## src/rtl/mem_sp_clr.sv

```systemverilog
// Single-port word memory with a self-timed clear engine.
// After reset release, or on a clr request, the array is zeroed one word per
// clock. Reads and writes are accepted only while idle and clr is low;
// anything else is dropped and flagged on rej.
module mem_sp_clr #(
  parameter int unsigned DATA_W = 8,
  parameter int unsigned ADDR_W = 6,
  parameter int unsigned DEPTH  = 64
) (
  input  logic              clk,
  input  logic              rst_n,
  input  logic              clr,
  input  logic              we,
  input  logic              re,
  input  logic [ADDR_W-1:0] addr,
  input  logic [DATA_W-1:0] din,
  output logic [DATA_W-1:0] dout,
  output logic              dout_valid,
  output logic              busy,
  output logic              rej
);

  // Address limit held one bit wider so DEPTH == 2**ADDR_W is representable.
  localparam logic [ADDR_W:0]   DEPTH_X   = (ADDR_W + 1)'(DEPTH);
  localparam logic [ADDR_W-1:0] LAST_ADDR = ADDR_W'(DEPTH - 1);

  typedef enum logic {
    ST_IDLE  = 1'b0,
    ST_CLEAR = 1'b1
  } state_t;

  // Reject illegal geometry at elaboration.
  if (DATA_W < 1 || ADDR_W < 1 || DEPTH < 2 || DEPTH > (2 ** ADDR_W)) begin : g_param_check
    $error("mem_sp_clr: illegal DATA_W/ADDR_W/DEPTH combination");
  end

  state_t              state;
  state_t              state_nxt;
  logic [ADDR_W-1:0]   clr_cnt;
  logic [ADDR_W-1:0]   clr_cnt_nxt;

  logic [DATA_W-1:0]   mem [DEPTH];

  logic                in_range_c;
  logic                clr_last_c;
  logic [DATA_W-1:0]   rd_data_c;

  logic                mem_we_c;
  logic [ADDR_W-1:0]   mem_waddr_c;
  logic [DATA_W-1:0]   mem_wdata_c;

  logic [DATA_W-1:0]   dout_nxt;
  logic                dout_valid_nxt;
  logic                rej_nxt;

  // Address decode and clear-sweep terminal detect.
  assign in_range_c = ({1'b0, addr} < DEPTH_X);
  assign clr_last_c = (clr_cnt == LAST_ADDR);
  assign rd_data_c  = in_range_c ? mem[addr] : '0;

  assign busy = (state == ST_CLEAR);

  // State and clear-counter register.
  always_ff @(posedge clk or negedge rst_n) begin
    if (!rst_n) begin
      state   <= ST_CLEAR;
      clr_cnt <= '0;
    end else begin
      state   <= state_nxt;
      clr_cnt <= clr_cnt_nxt;
    end
  end

  // Next state: sweep to the last word, then idle; clr restarts only from idle.
  always_comb begin
    state_nxt   = state;
    clr_cnt_nxt = clr_cnt;
    unique case (state)
      ST_CLEAR: begin
        clr_cnt_nxt = clr_cnt + ADDR_W'(1);
        if (clr_last_c) begin
          state_nxt = ST_IDLE;
        end
      end
      ST_IDLE: begin
        if (clr) begin
          state_nxt   = ST_CLEAR;
          clr_cnt_nxt = '0;
        end
      end
      default: begin
        state_nxt   = ST_CLEAR;
        clr_cnt_nxt = '0;
      end
    endcase
  end

  // Output decode: array write port, read data, valid and reject pulses.
  always_comb begin
    mem_we_c       = 1'b0;
    mem_waddr_c    = addr;
    mem_wdata_c    = din;
    dout_nxt       = dout;
    dout_valid_nxt = 1'b0;
    rej_nxt        = 1'b0;
    if (state == ST_CLEAR) begin
      // Clear engine owns the port; any host access is dropped.
      mem_we_c    = 1'b1;
      mem_waddr_c = clr_cnt;
      mem_wdata_c = '0;
      rej_nxt     = we | re;
    end else if (clr) begin
      // Access arriving with a clear request is dropped.
      rej_nxt = we | re;
    end else if (we) begin
      // Write wins over a simultaneous read; out-of-range writes vanish.
      mem_we_c = in_range_c;
    end else if (re) begin
      dout_nxt       = rd_data_c;
      dout_valid_nxt = 1'b1;
    end
  end

  // Storage array: no reset, zeroed by the clear sweep.
  always_ff @(posedge clk) begin
    if (mem_we_c) begin
      mem[mem_waddr_c] <= mem_wdata_c;
    end
  end

  // Registered outputs.
  always_ff @(posedge clk or negedge rst_n) begin
    if (!rst_n) begin
      dout       <= '0;
      dout_valid <= 1'b0;
      rej        <= 1'b0;
    end else begin
      dout       <= dout_nxt;
      dout_valid <= dout_valid_nxt;
      rej        <= rej_nxt;
    end
  end

endmodule

```

## config.mk

```make
export PLATFORM = sky130hd
export DESIGN_NAME = mem_sp_clr
export DESIGN_NICKNAME = d
export VERILOG_FILES = /design/src/rtl/mem_sp_clr.sv
export SDC_FILE = /design/constraint.sdc
export NUM_CORES = 1
export LEC_CHECK = 0
export CAP_MARGIN = 25
export CORE_MARGIN = 5
export CORE_UTILIZATION = 56
export CTS_CLUSTER_DIAMETER = 40
export CTS_CLUSTER_SIZE = 8
export DETAILED_ROUTE_END_ITERATION = 8
export HOLD_SLACK_MARGIN = 0.06
export PLACE_DENSITY = 0.75
export SLEW_MARGIN = 20
export SYNTH_ARGS = -nofsm -noshare
export SYNTH_HDL_FRONTEND = slang
export SYNTH_SLANG_ARGS = --single-unit
```

## constraint.sdc

```tcl
create_clock -name clk -period 3.4 [get_ports clk]
set_input_delay 0.85 -clock clk [delete_from_list [all_inputs] [get_ports clk]]
set_output_delay 0.85 -clock clk [all_outputs]
set_load 0.1 [all_outputs]
```

Yosys cells after proc, flatten, opt, wreduce, memory -nomap -nowiden

Memories as Yosys holds them, arrays and structs flattened. A register that Yosys moved wholly into a read port is not among the register bits.
Cells that the tools add are included.

Register bits: 9
Memory bits (writable): 512
Word-level logic and storage cells: 32
Memories kept: 1

$add $sub $neg: 1
Equal/unequal tests: 2
Mux-type cells: 18
Bitwise operators: 4
Reduce and logical (&&, ||, !) cells: 2

Memory list:

| name | words | width | read ports | clocked after memory_dff | write ports | line | source |
|---|---|---|---|---|---|---|---|
| mem  | 64    | 8     | 1          | 1                        | 1           | 42   | `logic [DATA_W-1:0] mem [DEPTH];` |

Operator list:

| operator                                                       | count |
|---|---|
| 1-bit two-way mux                                              | 13 |
| 6-bit two-way mux                                              | 2 |
| 6-bit one-hot mux with 2 select lines                          | 1 |
| 8-bit two-way mux                                              | 1 |
| 6-bit by 1-bit adder with 6-bit output (second input constant) | 1 |
| 6-bit equality test (second input constant)                    | 1 |
| 4-bit AND reduction                                            | 1 |
| 1-bit NOT                                                      | 3 |
| 2-bit != test (second input constant)                          | 1 |
| 1-bit one-hot mux with 2 select lines                          | 1 |
| 1-bit logical NOT                                              | 1 |
| 1-bit bitwise OR                                               | 1 |

Longest topological paths before layout

Gate-level depths: netlist of the first run.

Depth in word-level cells: 5
Mapped depth: 9
Gate-level depth less buffers: 7

Worst setup path before layout of the first run

No wires, ideal clock.

Kind: flip-flop to flip-flop
From: register state (netlist: busy)
To: memory mem[0][3], data pin
Arrival time: 2.916 ns
Data required time: 2.886 ns
Slack: -0.030 ns
Cell stages (with the launch flop): 6
Path buffers: 4
Path through: dfstp_2 buf_2 buf_2 buf_2 clkbuf_1 nor2b_1

Cells in the longest elaborated chain, start to end: 1

Ends and longest elaborated chain:

| what                     | line | source |
|---|---|---|
| start: declaration       | 37   | `state_t state;` |
| start signal: assignment | 69   | `state <= state_nxt;` |
| 8-bit two-way mux        | 106  | `if (state == ST_CLEAR) begin` |
| net mem_wdata_c[3]       | 50   | `logic [DATA_W-1:0] mem_wdata_c;` |
| end: declaration         | 42   |  |

The timed path passes the listed nets, and every way through them passes these cells.

Worst setup path in the final report of the first run

From: register state (netlist: busy)
To: output port busy

RTL lines:

| what             | line | source |
|---|---|---|
| end: declaration | 19   | `output logic busy,` |

No word-level cell between the ends.

==> impl_metrics.json, run 1 <==
{
  "vdd_drop_max_mv": 0.701,
  "finalHoldViolCount": 0,
  "finalWirelength_mm": 47.4,
  "cp_cell_sequence": "buf_12",
  "crit_family": "flip-flops",
  "htreeDepth": 3,
  "vias": 11400,
  "area_delta_synth_final_pct": 18.2,
  "grt_pass1_vias": 11700,
  "clockRootBuffer": "clkbuf_16",
  "rsz0062_at_grt": "no",
  "synth_seq_cells": 529,
  "dr.first_iter.drc_count": 1317,
  "rows": 71,
  "synth.distinct_cells": 48,
  "setup_viol": 0,
  "finalSetupTns_ps": 0,
  "initial_core_util_pct": 56.3,
  "clock_sinks": 529,
  "synth-async-reset-ratio_pct": 3.21,
  "grt_max_degree": 65,
  "nets": 1329,
  "drc": 0,
  "antenna_found_initial": 1,
  "fp.dieArea_mm2": 0.0417,
  "synthAdderAreaFrac_pct": 0.0592,
  "netlist_area_mm2": 0.0211,
  "synthesis.instances": 1159,
  "core_area_mm2": 0.0375,
  "grt_pass1_wl_mm": 73.0,
  "slowest_delay_ps": 960,
  "max-cap-violations": 0,
  "critPathMaxFanout": 31,
  "crit_slowest_cell": "dfstp_2",
  "clkLatencyLatePin_ps": 580,
  "tightest_slew_ps": 721,
  "drive_gt1_share_pct": 22.9,
  "ios": 30,
  "cts_inserted_buffers": 80,
  "grt_overflow": 0,
  "cp_num_buf_inv": 1,
  "synth_fp_nets": 1179,
  "synth_area_per_cell_um2": 18.2,
  "gp_congestion": 0.904,
  "synth_compound_area_share_pct": 4.11,
  "cts_tree": "done",
  "min_path_type": "flop to flop",
  "seq_area_frac_synth_pct": 74.8,
  "dieWidth_um": 204,
  "fin_area_mm2": 0.0250,
  "synth_simple_gate_area_share_pct": 5.20,
  "synth_mux_area_share_pct": 13.4,
  "status": "finished, final reports clean",
  "fin_cells": 1864,
  "viasPerCell": 6.13,
  "dominantRegCellSynth": "edfxtp_1",
  "fmax_ghz": 0.376,
  "leakagePower_nw": 8.76,
  "cts_hold_buf": 0,
  "max-slew-margin-rel_pct": 51.8,
  "fillCellCount": 2472,
  "cp-start-kind": "flop",
  "wl_per_cell_um": 25.4,
  "cp.arrival_ps": 1810,
  "ctsResizeCount": 0,
  "placed_area_mm2": 0.0226,
  "power_density_mw_per_mm2": 700,
  "portBuffers": 29,
  "timing.final.crit_share_pct": 78.2,
  "synth_enable_flop_cells": 512,
  "ff2ff_setup_slack_ps": 820,
  "dp_cells": 1738,
  "synth_xor_area_share_pct": 0.166,
  "final_antenna_net_count": 0,
  "die_h_um": 204,
  "slew_viol_final": 0,
  "fin_skew_ps": 19.2,
  "yosys_warnings": 0,
  "ctsLongestPathBuffers": 3,
  "first_pass_iters": 5,
  "dp.final_hpwl_mm": 28.7,
  "holdWs_ps": 576,
  "power_mw": 17.5,
  "crit_path_end_kind": "primary output",
  "track_usage_pct": 23.4,
  "worstSetupPathType": "flop to primary output",
  "clkSlewWorstSetupHoldPaths_ps": 50,
  "fin_crit_ps": 2660,
  "synth_top_family_by_area": "multiplexers",
  "cp.required_ps": 2550,
  "cts_setup_buffers": 0
}
## layout make-up
type                            instances  area, µm²  share of cell area (%)
Clock buffer                          115       2240                    8.97
Timing Repair Buffer                  134       1200                    4.79
Clock inverter                         10        141                   0.566
Tap cell                              511        639                    2.56
Antenna cell                            1       2.50                  0.0100
Inverter                                7       26.3                   0.105
Multi-Input combinational cell        557       4910                    19.7
Sequential cell                       529      15800                    63.3
## synthesized netlist by cell type (all sizes together), types with 4 or more instances
cell type    n  area, µm²
a31oi        8       50.1
nand3       52        260
nor2b       12       75.1
edfxtp     512      15400
a22oi       64        480
dfrtp       16        400
clkbuf      12       45.0
o211ai       8        100
buf         54        400
mux2i      137       1370
nor2        74        280
o32ai        4       61.3
and4         8       70.1
inv          6       22.5
nand2       82        313
a32oi        8       70.1
o21ai        6       30.0
mux4        64       1440
nand2b       7       43.8
## layer usage
| metal | GRT usage (%) | up-vias | routed length [µm] | share of wire (%) |
|---|---|---|---|---|
| met4 | 8.54 | 0 | 1550 | 3.3 |
| met2 | 37.2 | 564 | 23500 | 50 |
| met3 | 5.00 | 100 | 3960 | 8.4 |
| met5 | 0 | - | 0 | 0 |
| met1 | 32.6 | 5841 | 18400 | 39 |
| li1 | - | 4923 | - | - |
## report_power, final
| group | switching (mW) | internal (mW) | total, mW |
|---|---|---|---|
| clock | 2.61 | 4.72 | 7.33 |
| sequential | 0.230 | 7.71 | 7.94 |
| combinational | 1.51 | 0.705 | 2.21 |
## state kept, by name, summed over array words and instances, names as in the netlist
register / count
busy: 1
clr_cnt: 6
dout: 8
dout_valid: 1
mem: 512
rej: 1
## logic make-up after synthesis
logic type | count (synthesis)
xor gates and xnor gates | 4
adders and majority gates | 1
and+or+nand+nor | 242
buffers and inverters | 73
DFF | 529
AOI/OAI and AO/OA | 107
muxes | 203
## placed cells by master (no fill, tap or decap), types with 3 or more instances in the layout
master / count
bufinv_16: 3
and4_1: 8
clkdlybuf4s50_1: 15
o211ai_2: 8
dfrtp_1: 16
clkinv_1: 3
nor2b_4: 8
a22oi_1: 64
mux2i_1: 137
nand2_1: 80
clkbuf_1: 29
a32oi_1: 8
o32a_1: 3
mux4_2: 64
a31oi_1: 8
nand3_1: 52
buf_12: 12
xnor2_1: 3
o21ai_0: 5
nand2b_1: 7
edfxtp_1: 512
inv_1: 3
nor2_1: 72
clkbuf_16: 84
inv_2: 3
buf_4: 104
## path summary, 6_finish.rpt
| path | from | to | cells after the start |
|---|---|---|---|
| min in group asynchronous | rst_n | dout_valid | 2 |
| max reg2reg | busy | mem[37][7] | 5 |
| min | dout[4] | dout[4] | 2 |
| max | busy | busy | 1 |
| min reg2reg | dout[4] | dout[4] | 2 |
| max in group asynchronous | rst_n | busy | 2 |
## through the flow
| step | util [%] | worst slack (ps) |
|---|---|---|
| finish | 66.6 | 740 |
| global route | 66.6 | 647 |
| CTS | 66.6 | 730 |
| detailed placement | 60.2 | 318 |
| global placement | 60.2 | 344 |
| floorplan | - | -30.4 |
Note: power is estimated with default switching activity, not from simulation.
==> run 2, diff against run 1 <==
- CORE_UTILIZATION: 56 -> 60
- PLACE_DENSITY: 0.75 -> 0.77
- clock period: 3.4 -> 2.55 ns (I/O delays scaled with it)
==> run 2 against run 1 <==
  * Register-to-register slack lost 570 ps
  * Clock skew grew 7.9 ps
  * Cell count shrank 0.80%
  * Sequential share of layout area shrank 1.8 points
  * Sequential cell count is the same
  * Critical path type is now flop to flop
  * Largest power group unchanged
==> impl_metrics.json, run 2 (synthesized netlist as in run 1, its figures left out) <==
{
  "crit_family": "flip-flops",
  "htreeDepth": 3,
  "dp.final_hpwl_mm": 30.7,
  "r2r_cells": 5,
  "power_density_mw_per_mm2": 898,
  "layout_common_cells": "512 x edfxtp_1, 137 x mux2i_1, 123 x buf_4",
  "area_delta_synth_final_pct": 21.6,
  "rsz0062_at_grt": "no",
  "ctsLongestPathBuffers": 3,
  "multi_input_area_mm2": 0.00503,
  "finalSetupTns_ps": 0,
  "finalWirelength_mm": 50.3,
  "max-cap-violations": 0,
  "internal_power_mw": 17.1,
  "grt_overflow": 0,
  "portBuffers": 29,
  "die_h_um": 198,
  "cp_num_buf_inv": 1,
  "fp.dieArea_mm2": 0.0391,
  "first_pass_iters": 5,
  "ios": 30,
  "ctsResizeCount": 0,
  "cts_inserted_buffers": 76,
  "clkSlewWorstSetupHoldPaths_ps": 50,
  "track_usage_pct": 26.1,
  "power.switching_mw": 5.95,
  "clock_sinks": 529,
  "worstSetupPathType": "flop to flop",
  "setup_ws_ps": 255,
  "r2r-end": "mem[34][7]",
  "wl_per_cell_um": 27.2,
  "initial_core_util_pct": 61.0,
  "r2r-start": "busy",
  "fin_skew_ps": 27.1,
  "dr.first_iter.drc_count": 1247,
  "cts_hold_buf": 0,
  "num_antenna_cells": 0,
  "nets": 1383,
  "leakagePower_nw": 9.06,
  "pwr-share-seq_pct": 45.9,
  "critPathMaxFanout": 29,
  "fin_crit_ps": 2300,
  "fin_util_pct": 74.2,
  "vias": 11700,
  "viasPerCell": 6.33,
  "finalHoldViolCount": 0,
  "place_ws_ps": -174,
  "ff2ff_setup_slack_ps": 250,
  "crit_top_cell": "nor2_1",
  "core_area_mm2": 0.0346,
  "tightest_slew_ps": 1010,
  "crit_slowest_cell": "dfstp_4",
  "power_frac_comb_pct": 15.4,
  "drc": 0,
  "cp.arrival_ps": 2560,
  "power.share.clock_pct": 38.7,
  "status": "finished, final reports clean",
  "register_area_mm2": 0.0158,
  "min_path_type": "input port to async pin",
  "grt_pass1_wl_mm": 75.3,
  "cts_tree": "done",
  "vdd_drop_max_mv": 0.921,
  "largest_register_ffs": 512,
  "fin_area_mm2": 0.0257,
  "cp_cell_sequence": "mux2_2 > nor2_1 > nand2_1 > nor2_1 > buf_4",
  "p_sw_share_pct": 25.8,
  "timing.final.crit_share_pct": 90.0,
  "dieWidth_um": 198,
  "grt_pass1_vias": 12000,
  "fillCellCount": 1875,
  "grt_max_degree": 65,
  "antenna_found_initial": 0,
  "drive_gt1_share_pct": 28.7,
  "power_mw": 23.1,
  "clockRootBuffer": "clkbuf_16",
  "slowest_delay_ps": 830,
  "clkLatencyLatePin_ps": 580,
  "gp_congestion": 0.872,
  "slew_viol_final": 0,
  "max-slew-margin-rel_pct": 32.6,
  "fmax_ghz": 0.436,
  "cts_setup_buffers": 0,
  "layout_commonest_cell": "edfxtp_1",
  "placed_area_mm2": 0.0235,
  "rows": 68,
  "final_antenna_net_count": 0,
  "reg.largest.list": "mem (512), dout (8), clr_cnt (6)",
  "setup_viol": 0,
  "cp.required_ps": 2810,
  "cp-start-kind": "flop",
  "crit_path_end_kind": "flop",
  "regMostFlops": "mem"
}
-- run 2: cell types whose count changed in the layout (fill, tap and decap cells not counted), moves of 2 or more --
cell,delta
buf_12,+36
buf_16,+3
buf_4,+19
bufinv_16,-3
clkbuf_1,-3
clkbuf_16,-6
clkbuf_8,-2
clkinv_2,-2
nor2_1,-44
nor2_2,+43
-- run 2: metrics by stage --
step | cells | hold slack, ps
floorplan | 1159 | 342
global placement | 1737 | 552
detailed placement | 1739 | 552
CTS | 1848 | 397
global route | 1849 | 424
finish | 1849 | 410
-- run 2: power by group through the flow --
stage | combinational [mW] | clock (mW) | sequential (mW)
floorplan | 1.68 | 0 | 10.9
global placement | 3.41 | 0 | 10.7
detailed placement | 3.48 | 0 | 10.7
CTS | 3.53 | 9.00 | 10.6
global route | 3.72 | 9.43 | 10.6
finish | 3.55 | 8.92 | 10.6
-- run 2: area by class of cell --
cell class / count / area share, %
sequential: 529 / 61.5
multi-input combinational: 557 / 19.6
timing repair buffer: 192 / 8.34
clock buffer: 104 / 7.98
tap: 455 / 2.22
clock inverter: 5 / 0.224
inverter: 7 / 0.102
-- run 2: worst max-delay path by stage --
stage                             to  cells after the start  startpoint  slack, ps
after CTS                 mem[42][5]                      3        busy        240
after global routing      mem[34][1]                      5        busy        140
after detailed placement  mem[43][5]                      6     addr[5]       -170
after floorplan            mem[0][0]                      3        busy       -520
after global placement    mem[43][6]                      6     addr[5]       -160
final                     mem[34][7]                      5        busy        250
-- run 2: per-layer routing --
layer  up-vias  track usage, %  wire length (µm)
met5         -               0                 0
met4         0            10.7              1780
met3        92            5.13              4260
met2       659            41.9             25300
met1      5925            35.9             19000
li1       5025               -                 -
